==> src/rtl/irq_arbiter.sv <==
// irq_arbiter: synchronises external interrupt lines, latches rising edges
// into a pending register and offers the highest-priority enabled request
// to the pipeline controller, keeping one external interrupt in flight.
module irq_arbiter #(
    parameter int N_SRC    = 8,
    parameter int IRQ_ID_W = 8
) (
    input  logic                clk,
    input  logic                rst_n,
    input  logic [N_SRC-1:0]    irq_src_i,
    input  logic [N_SRC-1:0]    irq_enable_i,
    output logic [IRQ_ID_W-1:0] irq_req_addr_o,
    input  logic                irq_ack_i,
    input  logic                irq_complete_i,
    output logic [N_SRC-1:0]    irq_pending_o,
    output logic                irq_in_service_o
);

    typedef enum logic [1:0] {
        ST_IDLE    = 2'd0,
        ST_REQ     = 2'd1,
        ST_SERVICE = 2'd2
    } state_t;

    state_t                state_q;
    logic [N_SRC-1:0]      s1_q, s2_q, s3_q;
    logic [N_SRC-1:0]      pending_q, pending_d;
    logic [N_SRC-1:0]      rise, cand, lock_mask, clr_mask;
    logic [IRQ_ID_W-1:0]   lock_id_q, req_addr_q, win_id;
    logic                  in_service_q;
    logic                  win_vld, ack_take, withdraw;

    // Three-flop chain: two for metastability, the third for edge detection.
    always_ff @(posedge clk or negedge rst_n) begin
        if (!rst_n) begin
            s1_q <= '0;
            s2_q <= '0;
            s3_q <= '0;
        end else begin
            s1_q <= irq_src_i;
            s2_q <= s1_q;
            s3_q <= s2_q;
        end
    end

    assign rise = s2_q & ~s3_q;
    assign cand = pending_q & irq_enable_i;

    // Lowest set candidate index wins; scanning downward leaves it last.
    always_comb begin
        win_id = '0;
        for (int i = N_SRC - 1; i >= 0; i--) begin
            if (cand[i]) win_id = IRQ_ID_W'(i + 1);
        end
    end

    assign win_vld = |cand;

    // One-hot view of the locked ID, used for the clear and withdraw checks.
    always_comb begin
        lock_mask = '0;
        for (int i = 0; i < N_SRC; i++) begin
            lock_mask[i] = (lock_id_q == IRQ_ID_W'(i + 1));
        end
    end

    assign ack_take = (state_q == ST_REQ) && irq_ack_i;
    // Ack has priority over withdrawal in the same REQ cycle.
    assign withdraw = (state_q == ST_REQ) && !irq_ack_i &&
                      !(|(lock_mask & irq_enable_i & pending_q));
    assign clr_mask = ack_take ? lock_mask : '0;
    // A new edge on the bit being acknowledged keeps it pending (set wins).
    assign pending_d = (pending_q & ~clr_mask) | rise;

    // Pending register: edges latch regardless of the enable mask.
    always_ff @(posedge clk or negedge rst_n) begin
        if (!rst_n) begin
            pending_q <= '0;
        end else begin
            pending_q <= pending_d;
        end
    end

    // Request/acknowledge/complete handshake with registered outputs.
    always_ff @(posedge clk or negedge rst_n) begin
        if (!rst_n) begin
            state_q      <= ST_IDLE;
            lock_id_q    <= '0;
            req_addr_q   <= '0;
            in_service_q <= 1'b0;
        end else begin
            case (state_q)
                ST_IDLE: begin
                    if (win_vld) begin
                        lock_id_q  <= win_id;
                        req_addr_q <= win_id;
                        state_q    <= ST_REQ;
                    end
                end
                ST_REQ: begin
                    if (ack_take) begin
                        req_addr_q   <= '0;
                        in_service_q <= 1'b1;
                        state_q      <= ST_SERVICE;
                    end else if (withdraw) begin
                        req_addr_q <= '0;
                        state_q    <= ST_IDLE;
                    end
                end
                ST_SERVICE: begin
                    if (irq_complete_i) begin
                        in_service_q <= 1'b0;
                        state_q      <= ST_IDLE;
                    end
                end
                default: begin
                    req_addr_q   <= '0;
                    in_service_q <= 1'b0;
                    state_q      <= ST_IDLE;
                end
            endcase
        end
    end

    assign irq_req_addr_o   = req_addr_q;
    assign irq_pending_o    = pending_q;
    assign irq_in_service_o = in_service_q;

endmodule

==> config.mk <==
export PLATFORM = sky130hd
export DESIGN_NAME = irq_arbiter
export DESIGN_NICKNAME = d
export VERILOG_FILES = /design/src/rtl/irq_arbiter.sv
export SDC_FILE = /design/constraint.sdc
export NUM_CORES = 1
export LEC_CHECK = 0
export CORE_ASPECT_RATIO = 1.2
export CORE_MARGIN = 5
export CORE_UTILIZATION = 49
export DETAILED_ROUTE_END_ITERATION = 6
export PLACE_DENSITY = 0.82
export SLEW_MARGIN = 20
export SYNTH_ARGS = -nofsm -noshare
export SYNTH_HDL_FRONTEND = slang
export SYNTH_SLANG_ARGS = --single-unit
==> constraint.sdc <==
create_clock -name clk -period 1.81 [get_ports clk]
set_input_delay 0.362 -clock clk [delete_from_list [all_inputs] [get_ports clk]]
set_output_delay 0.362 -clock clk [all_outputs]
set_load 0.01 [all_outputs]
**Word-level counts from Yosys, hierarchy flattened**

Index checks and enable logic that the tools add are counted.

- Register bits after elaboration: 51
- Logic and storage cells: 65
- Output and inout port bits: 17
- Input port bits: 20

- Bitwise gates (word level): 10
- Reductions and logical operators: 12
- Equal/unequal tests: 14
- Multiplexer cells: 21

Operators by type and width:

| operator | number |
|---|---|
| $mux 8 | 11 |
| $and 8x8->8 | 5 |
| $eq 8x3->1 const B | 4 |
| $pmux 8 s3 | 1 |
| $eq 8x2->1 const B | 2 |
| $not 8->8 | 2 |
| $reduce_or 8->1 | 2 |
| $reduce_and 3->1 | 3 |
| $eq 8x1->1 const B | 1 |
| $eq 8x4->1 const B | 1 |
| $mux 2 | 4 |
| $or 8x8->8 | 1 |
| $ne 2x2->1 const B | 3 |
| $pmux 2 s3 | 1 |
| $mux 4 | 1 |
| $logic_and 1x1->1 | 3 |
| $ne 3x3->1 const B | 1 |
| $pmux 1 s3 | 1 |
| $eq 2x1->1 const B | 1 |
| $eq 2x2->1 const B | 1 |
| $logic_not 1->1 | 2 |
| $logic_not 2->1 | 1 |
| $mux 1 | 2 |
| $not 1->1 | 2 |
| $reduce_and 2->1 | 1 |

**Longest topological paths before layout**

Gate-level depths: netlist (run 1).

- Word-level depth: 11
- Mapped depth: 5

**Worst setup path before layout (run 1)**

OpenSTA, ideal clock, no wires.

- Kind: register to register
- Start point: register pending_q[2] (netlist: irq_pending_o[2])
- End point: register req_addr_q[0] (netlist: irq_req_addr_o[0])
- Buffers on the path: 0
- Stages on the path, launching flop included: 5
- Required time: 1665 ps
- Clock period less this slack: 1628 ps
- Data arrival time: 1484 ps
- Path slack: 182 ps
- Cell sequence: dfrtp_1 -> a222oi_1 -> a41o_1 -> and2_2 -> o32ai_2

- Word-level cells in the longest chain between the ends: 6
- Elaborated cells on any way between the ends: 14
- Those cells by class: eq/ne (2); mux (5); bitwise (2); reduce/logical (5)

RTL lines:

| what | line | text |
|---|---|---|
| from (decl) | 27 | `logic [N_SRC-1:0] pending_q, pending_d;` |
| from (signal assigned) | 80 | `pending_q <= pending_d;` |
| $and 8x8->8 (on tied branches) | 70, 47 |  |
| $reduce_or 8->1 / $mux 8 (equally long branches) | 70, 53 |  |
| $logic_not 1->1 / $mux 8 (equally long branches) | 70, 53 |  |
| $logic_and 1x1->1 / $mux 8 (equally long branches) | 69, 53 |  |
| $ne 3x3->1 (no source line) / $mux 8 (equally long branches) | n/a |  |
| $reduce_and 3->1 (no source line) / $pmux 8 s3 (equally long branches) | n/a |  |
| to (signal assigned) | 96 | `req_addr_q <= win_id;` |
| to (decl) | 29 | `logic [IRQ_ID_W-1:0] lock_id_q, req_addr_q, win_id;` |

Several ways; a longest one is shown, not always the timed one. The select of a mux whose other input is x is not followed.
A chain may end at the register's enable or synchronous reset.

**Worst setup path in the final report (run 1)**

- Start point: register pending_q[6] (netlist: irq_pending_o[6])
- End point: output port irq_pending_o[6]

RTL lines:

| what | line | text |
|---|---|---|
| to (decl) | 15 | `output logic [N_SRC-1:0] irq_pending_o,` |

No word-level cell between the ends.

==> results of run 1 <==
[synth_stat cells, types with 3 or more instances]
| cell | number |
|---|---|
| a21oi_1 | 4 |
| a22oi_1 | 3 |
| a32o_1 | 3 |
| buf_4 | 4 |
| dfrtp_1 | 43 |
| inv_1 | 11 |
| nand2_1 | 12 |
| nand3b_1 | 4 |
| nor2_1 | 4 |
| o21ai_0 | 20 |
[area by class of cell]
type / instances / share of cell area, %
multi-input combinational: 86 / 25.6
clock inverter: 2 / 0.715
inverter: 11 / 1.81
sequential: 43 / 47.4
timing repair buffer: 47 / 18.8
tap: 37 / 2.03
clock buffer: 6 / 3.63
[metrics by stage]
step | hold WS [ns] | util [%] | TNS, ns
2_1_floorplan | 0.0664 | - | 0
3_3_place_gp | 0.336 | 64.1 | -0.242
3_5_place_dp | 0.336 | 64.1 | -0.510
4_1_cts | 0.141 | 67.0 | 0
5_1_grt | 0.177 | 67.6 | 0
6_report | 0.120 | 67.6 | 0
[flip-flops by register name, summed over array words and instances (netlist names)]
register and flops:
lock_id_q 4, irq_req_addr_o 4, irq_in_service_o 1, irq_pending_o 8, s1_q 8, s3_q 8, state_q 2, s2_q 8
[routing by layer]
layer	wire (um)	vias up
met5	0	-
met4	123	0
met3	265	12
met2	2010	56
met1	1530	644
li1	-	616
[cell families after synthesis]
group,Yosys count
compound gates,47
simple gates,35
buf+inv,17
flops,43
other cells,1
[how the worst max path moves through the flow]
stage	from	to
floorplan	irq_pending_o[2]$_DFF_PN0_	irq_req_addr_o[0]$_DFFE_PN0P_
global placement	irq_enable_i[2]	irq_req_addr_o[1]$_DFFE_PN0P_
detailed placement	irq_enable_i[5]	irq_req_addr_o[2]$_DFFE_PN0P_
CTS	irq_pending_o[6]$_DFF_PN0_	irq_pending_o[6]
global route	lock_id_q[3]$_DFFE_PN0P_	irq_req_addr_o[1]$_DFFE_PN0P_
finish	irq_pending_o[6]$_DFF_PN0_	irq_pending_o[6]
[report_power, final]
group / switching [mW] / leakage, nW / total [mW] / internal, mW
combinational: 0.444 / 0.455 / 0.974 / 0.530
sequential: 0.229 / 0.489 / 1.36 / 1.13
clock: 0.315 / 0.0474 / 0.626 / 0.311
total: 0.987 / 0.991 / 2.96 / 1.97
[timing repair]
action                                  CTS  global route
endpoints found under the setup margin    0             2
setup buffers                             0             0
gates resized for setup                   0             5
[placed cells by master, fill, tap and decap left out, types with 2 or more instances in the layout]
master           Yosys  routed
a21oi_1              4       3
a222oi_1             2       2
a22oi_1              3       3
a32o_1               3       3
buf_4                4      15
clkbuf_8             0       6
clkdlybuf4s50_1      0      31
conb_1               1       4
dfrtp_1             43      41
dfrtp_2              0       2
inv_1               11      11
nand2_1             12      12
nand3_1              2       2
nand3b_1             4       4
nand4b_1             2       2
nor2_1               4       4
o21ai_0             20      20
==> run metrics, run 1 <==
largest family of logic cells by synthesized area=compound AO/OA/AOI/OAI gates; critical path data required time=roughly 1.5 ns; Crit-path slowest cell=clkdlybuf4s50_1; CP Data Arrival Time=about 1.4 ns; first-pass GRT wire length=around 6.4 mm; Compound-Gate Fraction of Synth Area=20.3%; crit path kind=reg2out; multi-input logic area=583 sq um; clock sinks=43; post-route cell area=roughly 2300 sq um; Final setup viols=0; GRT busiest layer=met2; final setup margin=roughly 0.1 ns; RSZ-0062 raised after global routing=false; register area=~1100 sq um; clk slew on worst S/H paths=0.08 ns; CTS Hold Bufs=0; register area share after synthesis=a little over three fifths; Port Buffers=32; Ys Warns=0; Main synth FF type=dfrtp_1; # DRC=0; layout cells sized above 1=between 10% and 20%; r2r endpoint=irq_req_addr_o[1]$_DFFE_PN0P_; M1 GR Usage=approximately a fifth; die area=~4800 sq um; GR Util All Layers=between 10% and 20%; Syn Inst Count=approximately 140; drt first pass iters=4; register bit total from synthesis=43; Final Power=2.96 mW; Die Y-Extent=74.7 um; crit path max fanout=6; Setup crit start kind=register; flop2flop setup slack=approximately 0.12 ns; post-route insts no fill=around 230; top cell type's share of synthesized area=a little over three fifths; Clock Latency Late Sink=between 0.2 and 0.3 ns; vias in the first global route=between 1,000 and 1,500; Hold Vio Cnt, Final=0; crit-path max cell delay=about 0.59 ns; Cell Rows=23; fin crit period=between 1.5 and 2 ns; GRT met3 Usage=approximately 3.7%; CTS Root Buffer Type=clkbuf_8; Rel. slew slack=65.6%; number of CTS-inserted buffers=5; Nets=approximately 210; fmax=584 MHz; filler instances=between 200 and 300; routed wire length=3.93 mm; Final Skew=around 0.0053 ns; ys async rst share=100%; HPWL after detailed placement=2.99 mm; die width=64.0 um; XOR/XNOR Fraction of Synth Area=0%; Synth Area in Adders=0%; P per Cell Area=roughly 1300 nW/um^2; Worst Tran Pin Value=0.515 ns; VDD IR-drop max=between 0.8 and 0.9 mV; Yosys cell types=40; CP cell instances=clkdlybuf4s50_1; Buf/Inv on CP=1; ant diodes=0; initial antenna violation count=0; num ports=37; Tcrit/Tclk final=~95%; cell family with most CP delay=buffers and inverters; GRT overflow=0; antenna-violating nets left=0; crit path capture type=primary output; WL/cell=17.0 um; htree depth=2; gpl congestion=0.893; met2 usage=29.7%; worst r2r path cells=5; leakage power=around 0.99 nW; initial drt markers=78; Max Slew Vio Count=0; worst slack at placement=-0.117 ns; multiplexer share of the synthesized area=0%; Critical R2R Launch=lock_id_q[3]$_DFFE_PN0P_; simple-gate portion of the synthesized area=11.8%; Cell Area, Placed=2160 sq um; area leader, netlist=dfrtp_1; largest net degree at the start of global routing=44; maxcap violations=0; Synth area leaders=dfrtp_1, o21ai_0, nand2_1; routed vias=roughly 1,300; CTS tree=done; total stage count of the critical path=1; clock buffer depth=2; Syn Area/Cell=between 10 and 15 sq um; initial core utilization=about 51%; Worst Hold Class=in2async; synthesized cell area=between 1500 and 2000 sq um; Core Box Area=about 3400 sq um; Syn-to-layout area delta=33.0%; Cells after DPL=~220; vias per cell=between 5 and 6; status=finished, final reports clean; Post-synth EDFFs=0
(Power assumes the default switching activity.)
==> run 2, diff against run 1 <==
Settings changed: SLEW_MARGIN 20 to unset.
==> results of run 2 <==
Same layout as run 1: the final DEF is identical, and so are final timing and power.
